`config.mk`:
```
export PLATFORM = sky130hd
export DESIGN_NAME = mem_arbiter_flat
export DESIGN_NICKNAME = d
export VERILOG_FILES = /design/src/rtl/mem_arbiter_if.sv /design/src/rtl/mem_arbiter.sv /design/src/flat_wrapper.sv
export SDC_FILE = /design/constraint.sdc
export NUM_CORES = 1
export LEC_CHECK = 0
export ABC_AREA = 1
export CAP_MARGIN = 20
export CELL_PAD_IN_SITES_DETAIL_PLACEMENT = 1
export CELL_PAD_IN_SITES_GLOBAL_PLACEMENT = 2
export CORE_MARGIN = 3
export CORE_UTILIZATION = 18
export DETAILED_ROUTE_END_ITERATION = 8
export PLACE_DENSITY_LB_ADDON = 0.1
export SYNTH_ARGS = -nofsm -noshare
export SYNTH_HDL_FRONTEND = slang
export SYNTH_SLANG_ARGS = --single-unit
```
`constraint.sdc`:
```
create_clock -name clk -period 1.7 [get_ports clk]
set_input_delay 0.17 -clock clk [delete_from_list [all_inputs] [get_ports clk]]
set_output_delay 0.17 -clock clk [all_outputs]
set_load 0.02 [all_outputs]
```
`src/rtl/mem_arbiter_if.sv`:
```
// Bundle of both requester ports and the single-port data-memory bus seen by mem_arbiter.
// The slave modport is the arbiter's view; the master modport is the requesters' and memory's view.
interface mem_arbiter_if #(
  parameter int DW = 32,
  parameter int AW = 12
);
  logic          req0;
  logic          we0;
  logic [AW-1:0] addr0;
  logic [DW-1:0] wdata0;
  logic          lock0;
  logic          gnt0;
  logic          rvalid0;
  logic [DW-1:0] rdata0;

  logic          req1;
  logic          we1;
  logic [AW-1:0] addr1;
  logic [DW-1:0] wdata1;
  logic          lock1;
  logic          gnt1;
  logic          rvalid1;
  logic [DW-1:0] rdata1;

  logic          mem_we;
  logic [AW-1:0] mem_addr;
  logic [DW-1:0] mem_wdata;
  logic [DW-1:0] mem_rdata;

  modport slave (
    input  req0, we0, addr0, wdata0, lock0,
    input  req1, we1, addr1, wdata1, lock1,
    input  mem_rdata,
    output gnt0, rvalid0, rdata0,
    output gnt1, rvalid1, rdata1,
    output mem_we, mem_addr, mem_wdata
  );

  modport master (
    output req0, we0, addr0, wdata0, lock0,
    output req1, we1, addr1, wdata1, lock1,
    output mem_rdata,
    input  gnt0, rvalid0, rdata0,
    input  gnt1, rvalid1, rdata1,
    input  mem_we, mem_addr, mem_wdata
  );
endinterface

```
`src/rtl/mem_arbiter.sv`:
```
// Two-port round-robin arbiter with lock for a single-port synchronous memory (2-cycle read latency).
// Define MEM_ARB_FIXED_PRIO_EN to make port 0 win every idle tie instead of round-robin.
module mem_arbiter #(
  parameter int DW       = 32,
  parameter int AW       = 12,
  parameter int MAX_LOCK = 16
) (
  input  logic          clk,
  input  logic          rst_n,
  mem_arbiter_if.slave  arb_if
);
  localparam int CW = $clog2(MAX_LOCK + 1);
  localparam logic [CW-1:0] MAX_CNT = CW'(MAX_LOCK);

  typedef enum logic [1:0] {
    IDLE = 2'd0,
    OWN0 = 2'd1,
    OWN1 = 2'd2
  } state_t;

  state_t        state_q, state_d;
  logic          ptr_q, ptr_d;        // last-served port
  logic [CW-1:0] cnt_q, cnt_d;
  logic [CW-1:0] cnt_inc_s;
  logic          gnt0_s, gnt1_s, gnt_any_s;
  logic          we_s;
  logic [AW-1:0] addr_s;
  logic [DW-1:0] wdata_s;
  logic          mem_we_q;
  logic [AW-1:0] mem_addr_q;
  logic [DW-1:0] mem_wdata_q;
  logic          rd_v_q, rd_id_q;
  logic          rvalid0_q, rvalid1_q;

  assign cnt_inc_s = cnt_q + CW'(1);
  assign gnt_any_s = gnt0_s | gnt1_s;
  assign we_s      = gnt1_s ? arb_if.we1    : arb_if.we0;
  assign addr_s    = gnt1_s ? arb_if.addr1  : arb_if.addr0;
  assign wdata_s   = gnt1_s ? arb_if.wdata1 : arb_if.wdata0;

  // Grant selection and ownership next state
  always_comb begin
    state_d = state_q;
    ptr_d   = ptr_q;
    cnt_d   = cnt_q;
    gnt0_s  = 1'b0;
    gnt1_s  = 1'b0;
    case (state_q)
      IDLE: begin
        if (arb_if.req0 && arb_if.req1) begin
`ifdef MEM_ARB_FIXED_PRIO_EN
          gnt0_s = 1'b1;
`else
          gnt0_s = ptr_q;
          gnt1_s = ~ptr_q;
`endif
        end else begin
          gnt0_s = arb_if.req0;
          gnt1_s = arb_if.req1;
        end
        if (gnt0_s) begin
          ptr_d = 1'b0;
          if (arb_if.lock0) begin
            state_d = OWN0;
            cnt_d   = CW'(1);
          end else begin
            cnt_d   = '0;
          end
        end else if (gnt1_s) begin
          ptr_d = 1'b1;
          if (arb_if.lock1) begin
            state_d = OWN1;
            cnt_d   = CW'(1);
          end else begin
            cnt_d   = '0;
          end
        end else begin
          cnt_d = '0;
        end
      end
      OWN0: begin
        if (arb_if.req0) begin
          gnt0_s = 1'b1;
          ptr_d  = 1'b0;
          // The capping grant still issues; only the ownership is dropped.
          if (!arb_if.lock0 || (cnt_inc_s == MAX_CNT)) begin
            state_d = IDLE;
            cnt_d   = '0;
          end else begin
            cnt_d   = cnt_inc_s;
          end
        end else if (!arb_if.lock0) begin
          state_d = IDLE;
          cnt_d   = '0;
        end else begin
          cnt_d   = cnt_q;
        end
      end
      OWN1: begin
        if (arb_if.req1) begin
          gnt1_s = 1'b1;
          ptr_d  = 1'b1;
          if (!arb_if.lock1 || (cnt_inc_s == MAX_CNT)) begin
            state_d = IDLE;
            cnt_d   = '0;
          end else begin
            cnt_d   = cnt_inc_s;
          end
        end else if (!arb_if.lock1) begin
          state_d = IDLE;
          cnt_d   = '0;
        end else begin
          cnt_d   = cnt_q;
        end
      end
      default: begin
        state_d = IDLE;
        cnt_d   = '0;
      end
    endcase
  end

  // Arbitration state registers
  always_ff @(posedge clk or negedge rst_n) begin
    if (!rst_n) begin
      state_q <= IDLE;
      ptr_q   <= 1'b1;
      cnt_q   <= '0;
    end else begin
      state_q <= state_d;
      ptr_q   <= ptr_d;
      cnt_q   <= cnt_d;
    end
  end

  // Memory command register; address and data hold when nothing is granted
  always_ff @(posedge clk or negedge rst_n) begin
    if (!rst_n) begin
      mem_we_q    <= 1'b0;
      mem_addr_q  <= '0;
      mem_wdata_q <= '0;
    end else if (gnt_any_s) begin
      mem_we_q    <= we_s;
      mem_addr_q  <= addr_s;
      mem_wdata_q <= wdata_s;
    end else begin
      mem_we_q    <= 1'b0;
    end
  end

  // Read-return tracker: tags each read with its issuing port for two cycles
  always_ff @(posedge clk or negedge rst_n) begin
    if (!rst_n) begin
      rd_v_q    <= 1'b0;
      rd_id_q   <= 1'b0;
      rvalid0_q <= 1'b0;
      rvalid1_q <= 1'b0;
    end else begin
      rd_v_q    <= gnt_any_s & ~we_s;
      rd_id_q   <= gnt1_s;
      rvalid0_q <= rd_v_q & ~rd_id_q;
      rvalid1_q <= rd_v_q & rd_id_q;
    end
  end

  assign arb_if.gnt0      = gnt0_s;
  assign arb_if.gnt1      = gnt1_s;
  assign arb_if.rvalid0   = rvalid0_q;
  assign arb_if.rvalid1   = rvalid1_q;
  assign arb_if.rdata0    = arb_if.mem_rdata;
  assign arb_if.rdata1    = arb_if.mem_rdata;
  assign arb_if.mem_we    = mem_we_q;
  assign arb_if.mem_addr  = mem_addr_q;
  assign arb_if.mem_wdata = mem_wdata_q;
endmodule
```
`src/flat_wrapper.sv`:
```
// flat-port wrapper written by rule: the top's interface ports become plain ports
module mem_arbiter_flat 
#(
  parameter int DW       = 32,
  parameter int AW       = 12,
  parameter int MAX_LOCK = 16
)
  (clk, rst_n, arb_if_req0, arb_if_we0, arb_if_addr0, arb_if_wdata0, arb_if_lock0, arb_if_req1, arb_if_we1, arb_if_addr1, arb_if_wdata1, arb_if_lock1, arb_if_mem_rdata, arb_if_gnt0, arb_if_rvalid0, arb_if_rdata0, arb_if_gnt1, arb_if_rvalid1, arb_if_rdata1, arb_if_mem_we, arb_if_mem_addr, arb_if_mem_wdata);
  mem_arbiter_if #(.DW(DW), .AW(AW)) arb_if_i ();
  input  logic clk;
  input  logic rst_n;
  input wire logic [$bits(arb_if_i.req0)-1:0] arb_if_req0;
  input wire logic [$bits(arb_if_i.we0)-1:0] arb_if_we0;
  input wire logic [$bits(arb_if_i.addr0)-1:0] arb_if_addr0;
  input wire logic [$bits(arb_if_i.wdata0)-1:0] arb_if_wdata0;
  input wire logic [$bits(arb_if_i.lock0)-1:0] arb_if_lock0;
  input wire logic [$bits(arb_if_i.req1)-1:0] arb_if_req1;
  input wire logic [$bits(arb_if_i.we1)-1:0] arb_if_we1;
  input wire logic [$bits(arb_if_i.addr1)-1:0] arb_if_addr1;
  input wire logic [$bits(arb_if_i.wdata1)-1:0] arb_if_wdata1;
  input wire logic [$bits(arb_if_i.lock1)-1:0] arb_if_lock1;
  input wire logic [$bits(arb_if_i.mem_rdata)-1:0] arb_if_mem_rdata;
  output wire logic [$bits(arb_if_i.gnt0)-1:0] arb_if_gnt0;
  output wire logic [$bits(arb_if_i.rvalid0)-1:0] arb_if_rvalid0;
  output wire logic [$bits(arb_if_i.rdata0)-1:0] arb_if_rdata0;
  output wire logic [$bits(arb_if_i.gnt1)-1:0] arb_if_gnt1;
  output wire logic [$bits(arb_if_i.rvalid1)-1:0] arb_if_rvalid1;
  output wire logic [$bits(arb_if_i.rdata1)-1:0] arb_if_rdata1;
  output wire logic [$bits(arb_if_i.mem_we)-1:0] arb_if_mem_we;
  output wire logic [$bits(arb_if_i.mem_addr)-1:0] arb_if_mem_addr;
  output wire logic [$bits(arb_if_i.mem_wdata)-1:0] arb_if_mem_wdata;
  assign arb_if_i.req0 = arb_if_req0;
  assign arb_if_i.we0 = arb_if_we0;
  assign arb_if_i.addr0 = arb_if_addr0;
  assign arb_if_i.wdata0 = arb_if_wdata0;
  assign arb_if_i.lock0 = arb_if_lock0;
  assign arb_if_i.req1 = arb_if_req1;
  assign arb_if_i.we1 = arb_if_we1;
  assign arb_if_i.addr1 = arb_if_addr1;
  assign arb_if_i.wdata1 = arb_if_wdata1;
  assign arb_if_i.lock1 = arb_if_lock1;
  assign arb_if_i.mem_rdata = arb_if_mem_rdata;
  assign arb_if_gnt0 = arb_if_i.gnt0;
  assign arb_if_rvalid0 = arb_if_i.rvalid0;
  assign arb_if_rdata0 = arb_if_i.rdata0;
  assign arb_if_gnt1 = arb_if_i.gnt1;
  assign arb_if_rvalid1 = arb_if_i.rvalid1;
  assign arb_if_rdata1 = arb_if_i.rdata1;
  assign arb_if_mem_we = arb_if_i.mem_we;
  assign arb_if_mem_addr = arb_if_i.mem_addr;
  assign arb_if_mem_wdata = arb_if_i.mem_wdata;
  mem_arbiter #(.DW(DW), .AW(AW), .MAX_LOCK(MAX_LOCK)) u_core (.clk(clk), .rst_n(rst_n), .arb_if(arb_if_i));
endmodule
```
* Word level (Yosys, flattened, before mapping)
Cells that the tools add are included.
** Storage, ports and cells
- Input port bits :: 128
- Output and inout bits :: 113
- Flip-flop bits (word level) :: 57
- Logic and storage cells :: 79
** Operators by class
- Equal/unequal tests :: 12
- Bitwise logic cells :: 7
- Reduce and logical (&&, ||, !) cells :: 10
- Add/sub/neg operators :: 1
- Multiplexer cells :: 39
** Operator list (count)
- $mux 5 :: 7
- $mux 32 :: 1
- $mux 2 :: 10
- $mux 1 :: 15
- $pmux 5 s3 :: 1
- $mux 12 :: 1
- $ne 3x2->1 const B :: 3
- $ne 3x3->1 const B :: 3
- $reduce_and 7->1 :: 1
- $pmux 2 s3 :: 1
- $add 5x1->5 const B :: 1
- $eq 5x5->1 const B :: 1
- $ne 2x2->1 const B :: 2
- $pmux 1 s2 :: 2
- $reduce_and 4->1 :: 1
- $and 1x1->1 :: 3
- $ne 3x1->1 const B :: 1
- $not 1->1 :: 3
- $pmux 1 s3 :: 1
- $reduce_bool 3->1 :: 1
- $eq 2x1->1 const B :: 1
- $eq 2x2->1 const B :: 1
- $logic_not 1->1 :: 2
- $logic_not 2->1 :: 1
- other kinds (4) :: 5

* Longest topological paths before layout
- Word-level depth :: 7
- Mapped depth :: 11
- Mapped depth without buffers :: 11

* Worst setup path after synthesis
OpenSTA, ideal clock, no wires.
- Kind :: register to register
- Start point :: register u_core.state_q[0]
- End point :: register u_core.mem_wdata_q[20] (netlist: u_core.arb_if.mem_wdata[20])
- Clock period less this slack :: 1608 ps
- Setup slack :: 92 ps
- Arrival :: 1543 ps
- Buffers on the path :: 2
- Stages on the path, launching flop included :: 9
- Library setup time :: 65 ps
- Required time :: 1635 ps
- Cell sequence :: dfrtp_1 -> inv_1 -> ha_1 -> nand3_4 -> nand2_2 -> buf_6 -> buf_2 -> o21ai_1 -> nand2_1
** Between the ends
- Cells in the longest elaborated chain, start to end :: 3
- Elaborated cells between the ends (all ways) :: 7
- Those cells by class :: eq/ne: 2; mux: 3; bitwise: 1; reduce/logical: 1
** RTL lines
- start, declared :: line mem_arbiter.sv:21 : state_t state_q, state_d;
- start signal, assigned :: line mem_arbiter.sv:130 : state_q <= state_d;
- $eq 2x2->1 / $logic_not 2->1 (equally long branches) :: line mem_arbiter.sv:48 : case (state_q)
- $pmux 1 s2 * :: line mem_arbiter.sv:48
- net arb_if_gnt1 :: line flat_wrapper.sv:26 : output wire logic [$bits(arb_if_i.gnt1)-1:0] arb_if_gnt1;
- $mux 32 / $or 1x1->1 (equally long branches) :: line mem_arbiter.sv:39, mem_arbiter.sv:36
- end signal, assigned :: line mem_arbiter.sv:145 : mem_wdata_q <= wdata_s;
- end, declared :: line mem_arbiter.sv:31 : logic [DW-1:0] mem_wdata_q;
The timed path passes the listed nets; every way through them passes the cells marked *.
A chain may end at the register's enable or synchronous reset.

* Worst setup path in the final report
- Start point :: register u_core.state_q[1]
- End point :: register u_core.mem_wdata_q[21] (netlist: u_core.arb_if.mem_wdata[21])
** Between the ends
- Cells in the longest elaborated chain, start to end :: 3
- Elaborated cells between the ends (all ways) :: 7
- Those cells by class :: eq/ne: 2; mux: 3; bitwise: 1; reduce/logical: 1
** RTL lines (line)
- $eq 2x2->1, or another cell as far along :: mem_arbiter.sv:48
- $pmux 1 s2 :: mem_arbiter.sv:48
- $mux 32 / $or 1x1->1 (equally long branches) :: mem_arbiter.sv:39, mem_arbiter.sv:36
Several ways; a longest one is shown, not always the timed one.

==> out/results.txt <==
The flow ran to the end, and the final reports show no timing, DRC or antenna violations. The global-route usage over all layers is 12.3%. The clock net in this run drives a total of 57 sinks. The repair_antennas step left the layout with diodes totalling 0. The worst-case IR drop observed on VDD is 0.633 mV. Summing all flip-flop and latch instances after layout gives 0.00143 mm2.

Timing would allow up to 594 MHz. For the residual overflow from global routing, the log shows 0. The logs give 9120 um for the post-DP HPWL and 0.0189 mm2 for the placeable core area. The width of the die was 145 um. The worst-case register-to-register setup slack was 0.02 ns; the number of nets produced by synthesis was 594. Total power after layout: 11.5 mW. Clock-pin slew was measured on the worst setup and hold paths at 0.06 ns. The first global-routing pass estimated 20800 um of wire. In this run the critical register-to-register path is captured at u_core.arb_if.mem_wdata[21]$_DFFE_PN0P_. From synthesis to final layout, the design area changed by 66.6%.

For the number of global-route vias before repair, the log shows 3791. Critical setup path kind: reg -> reg. The path class of the lowest-slack min-delay path is in -> async. The tools report the cell chosen for the clock root as sky130_fd_sc_hd__clkbuf_16. For the worst setup path, the data required time is 1.91 ns.

The tools report the DRC violation count after routing as 0. The fraction of the cycle the final worst path needs came out at 99.1%. TritonCTS built the clock tree.

The static leakage is 2.56 nW. In the routed layout, each cell is associated on average with a via count of 4.04. The routed design has 13600 um of wire. Leaving out fill and tap cells, the most frequent cell in the layout is sky130_fd_sc_hd__clkdlybuf4s50_1. The final route contains 3408 vias.

For the maximum root-to-sink buffer count, the log shows 2. Synthesis produced a netlist whose cell count is 460. In this run the remaining antenna-violating nets after routing total 0. The multi-input combinational cells in the finished layout cover a total of 0.00163 mm2. For the initial antenna violation count, the log shows 0. The number of H-tree branching levels was 3; the total of warnings raised by yosys was 0. For the final database, setup skew stands at 0.0124 ns. The top cell types in the final layout, fill and taps aside, are 141 x sky130_fd_sc_hd__clkdlybuf4s50_1, 114 x sky130_fd_sc_hd__nand2_1, 56 x sky130_fd_sc_hd__dfrtp_1. For this run, the number of standard cells in the final layout without fillers is 844.

For this configuration, the core starts out at a cell density of 18.5%. Across all setup checks in the final design, the least slack found is 0.0156 ns. The logs give 4 for the first-pass iteration count of the detailed router and 809 for the placed instance count. At the end of routability-driven placement, the weighted congestion stood at 0.754. The signal arrival time at the worst endpoint is 1.90 ns, and the actual slew at the worst max-slew pin is 0.476 ns. In this run, synthesis produced a sequential element count of 57. Pin placement for this block handled 241 I/O pins. In this run the worst path has a maximum fanout of 8. The later pin in the worst-skew pair is clocked with a latency of 0.33 ns. The floorplan step defined a die boundary enclosing 0.0211 mm2. The worst setup path is launched from a flop. The worst register-to-register path begins at u_core.state_q[1]$_DFFE_PN0P_.

The tools report the number of pins with negative max-slew slack in the final report as 0. The worst setup path is captured at a flop. The number of failing hold endpoints at the final stage is 0. Cells fill 30.8% of the core in the end. Setup repair after global routing could not meet its margin everywhere. The initial DRC count is 100, and the count of input and output buffers is 144. The run gives -0.270 ns as the worst-case setup slack after placement.

Post-synthesis average cell area: 7.60 um2. Counting the buffers created by CTS gives 9. Cells with a size suffix above 1 make up 22.8% of the layout. The run gives 23 as the unique cell type count in the Yosys netlist. In this run the core area contains 50 standard-cell rows. The final setup TNS was 0 ns. After layout, the minimum clock period comes to 1.68 ns. The tools report the post-synthesis cell area as 0.00349 mm2. For the worst flop-to-flop path, the logic depth is 11. The final net count is 713, and the power density normalized to cell area is 1970 mW/mm2. The worst pin sits at a relative slew slack of 68.3%. After detailed routing, the average wire length per cell comes to 16.1 um. Across the run, the number of max-cap violations was 0.

From bottom edge to top edge, the die measures 145 um. Setup violations remaining at the end of the flow were counted as 0. Sequential elements use 40.9% of the synthesized area.

The largest net degree at the start of global routing is 46, and the final-layout fill cell count is 2220.
per-layer routing:
layer | track usage [%] | up-vias | share of wire (%) | wire (um)
li1 | - | 1656 | - | -
met1 | 15.1 | 1598 | 43 | 5880
met2 | 19.6 | 126 | 47 | 6390
met3 | 4.89 | 28 | 8.3 | 1130
met4 | 4.37 | 0 | 1.6 | 223
met5 | 0 | - | 0 | 0
synthesized netlist by cell type:
library cell	count	area share, %
sky130_fd_sc_hd__nand2_1	121	13
sky130_fd_sc_hd__buf_4	64	14
sky130_fd_sc_hd__dfrtp_1	56	40
sky130_fd_sc_hd__nor2_1	51	5.5
sky130_fd_sc_hd__a21oi_1	45	6.4
sky130_fd_sc_hd__o21ai_0	28	4.0
sky130_fd_sc_hd__o21ai_1	23	3.3
sky130_fd_sc_hd__inv_1	17	1.8
sky130_fd_sc_hd__buf_2	12	1.7
sky130_fd_sc_hd__nand3_1	11	1.6
sky130_fd_sc_hd__buf_6	6	1.9
sky130_fd_sc_hd__ha_1	6	2.1
sky130_fd_sc_hd__clkbuf_1	5	0.54
sky130_fd_sc_hd__nand2_2	3	0.54
sky130_fd_sc_hd__o22ai_1	3	0.54
sky130_fd_sc_hd__nand4_1	2	0.36
sky130_fd_sc_hd__dfstp_2	1	0.75
sky130_fd_sc_hd__inv_2	1	0.11
sky130_fd_sc_hd__nand2_4	1	0.32
sky130_fd_sc_hd__nand3_4	1	0.50
sky130_fd_sc_hd__nor2_8	1	0.57
sky130_fd_sc_hd__o21ai_2	1	0.25
sky130_fd_sc_hd__xor2_1	1	0.25
area by class of cell:
cell class,count,share of cell area (%)
clock inverter,4,0.881
sequential,57,24.5
inverter,18,1.16
timing repair buffer,195,35.5
clock buffer,12,4.41
multi-input combinational,298,27.9
tap,260,5.59
worst max path at each step:
stage | from | to | slack, ns | depth (start not counted)
2_1_floorplan | u_core.state_q[0]$_DFFE_PN0P_ | u_core.arb_if.mem_wdata[20]$_DFFE_PN0P_ | 0.09 | 8
3_3_place_gp | arb_if_req0 | u_core.cnt_q[0]$_DFFE_PN0P_ | -0.21 | 9
3_5_place_dp | arb_if_req0 | u_core.arb_if.mem_addr[9]$_DFFE_PN0P_ | -0.27 | 8
4_1_cts | u_core.state_q[1]$_DFFE_PN0P_ | u_core.state_q[1]$_DFFE_PN0P_ | 0.0003 | 11
5_1_grt | u_core.state_q[1]$_DFFE_PN0P_ | u_core.arb_if.mem_wdata[24]$_DFFE_PN0P_ | -0.06 | 11
6_report | u_core.state_q[1]$_DFFE_PN0P_ | u_core.arb_if.mem_wdata[21]$_DFFE_PN0P_ | 0.02 | 11
critical path, stage by stage (launching register included):
cell and delay, ns:
sky130_fd_sc_hd__dfrtp_1 0.38, sky130_fd_sc_hd__inv_2 0.07, sky130_fd_sc_hd__buf_6 0.12, sky130_fd_sc_hd__ha_4 0.17
sky130_fd_sc_hd__nand2_4 0.08, sky130_fd_sc_hd__nand2_4 0.08, sky130_fd_sc_hd__nor2_8 0.16, sky130_fd_sc_hd__buf_12 0.15
sky130_fd_sc_hd__buf_12 0.16, sky130_fd_sc_hd__nor2_2 0.04, sky130_fd_sc_hd__o21ai_1 0.08, sky130_fd_sc_hd__nand2_1 0.07
report_power, final:
group / internal (mW) / switching, mW
Combinational: 3.45 / 3.76
Sequential: 2.03 / 0.344
Clock: 1.22 / 0.696
logic make-up (layout without fill, tap and decap cells):
logic type,Yosys count,in the layout,synth area share (%)
adder cells (fa/ha/maj),6,6,2.15
flip-flops,57,57,40.9
AO/OA/AOI/OAI,100,100,14.5
XOR/XNOR,1,1,0.251
buffers and inverters,105,229,19.9
AND/OR/NAND/NOR,191,191,22.3
registers in the layout, summed over array words and instances, names as in the netlist:
register,count
u_core.cnt_q,5
u_core.arb_if.rvalid1,1
u_core.arb_if.mem_addr,12
u_core.rd_id_q,1
u_core.rd_v_q,1
u_core.state_q,2
u_core.arb_if.rvalid0,1
u_core.arb_if.mem_we,1
u_core.arb_if.mem_wdata,32
u_core.ptr_q,1
metrics by stage:
stage,hold slack [ns],area [um2]
CTS,0.340,5260
floorplan,-0.126,3490
global route,0.340,5820
detailed placement,0.170,4920
finish,0.340,5820
global placement,0.166,4920
what timing repair did:
action / in CTS / in global routing
hold endpoints to repair: 16 / 0
resized for setup: 21 / 97
cloned: 0 / 8
hold buffers: 1 / 0
endpoints found under the setup margin: 49 / 55
pin swaps: 3 / 23
buffers inserted: 1 / 9
(Power assumes the default switching activity.)
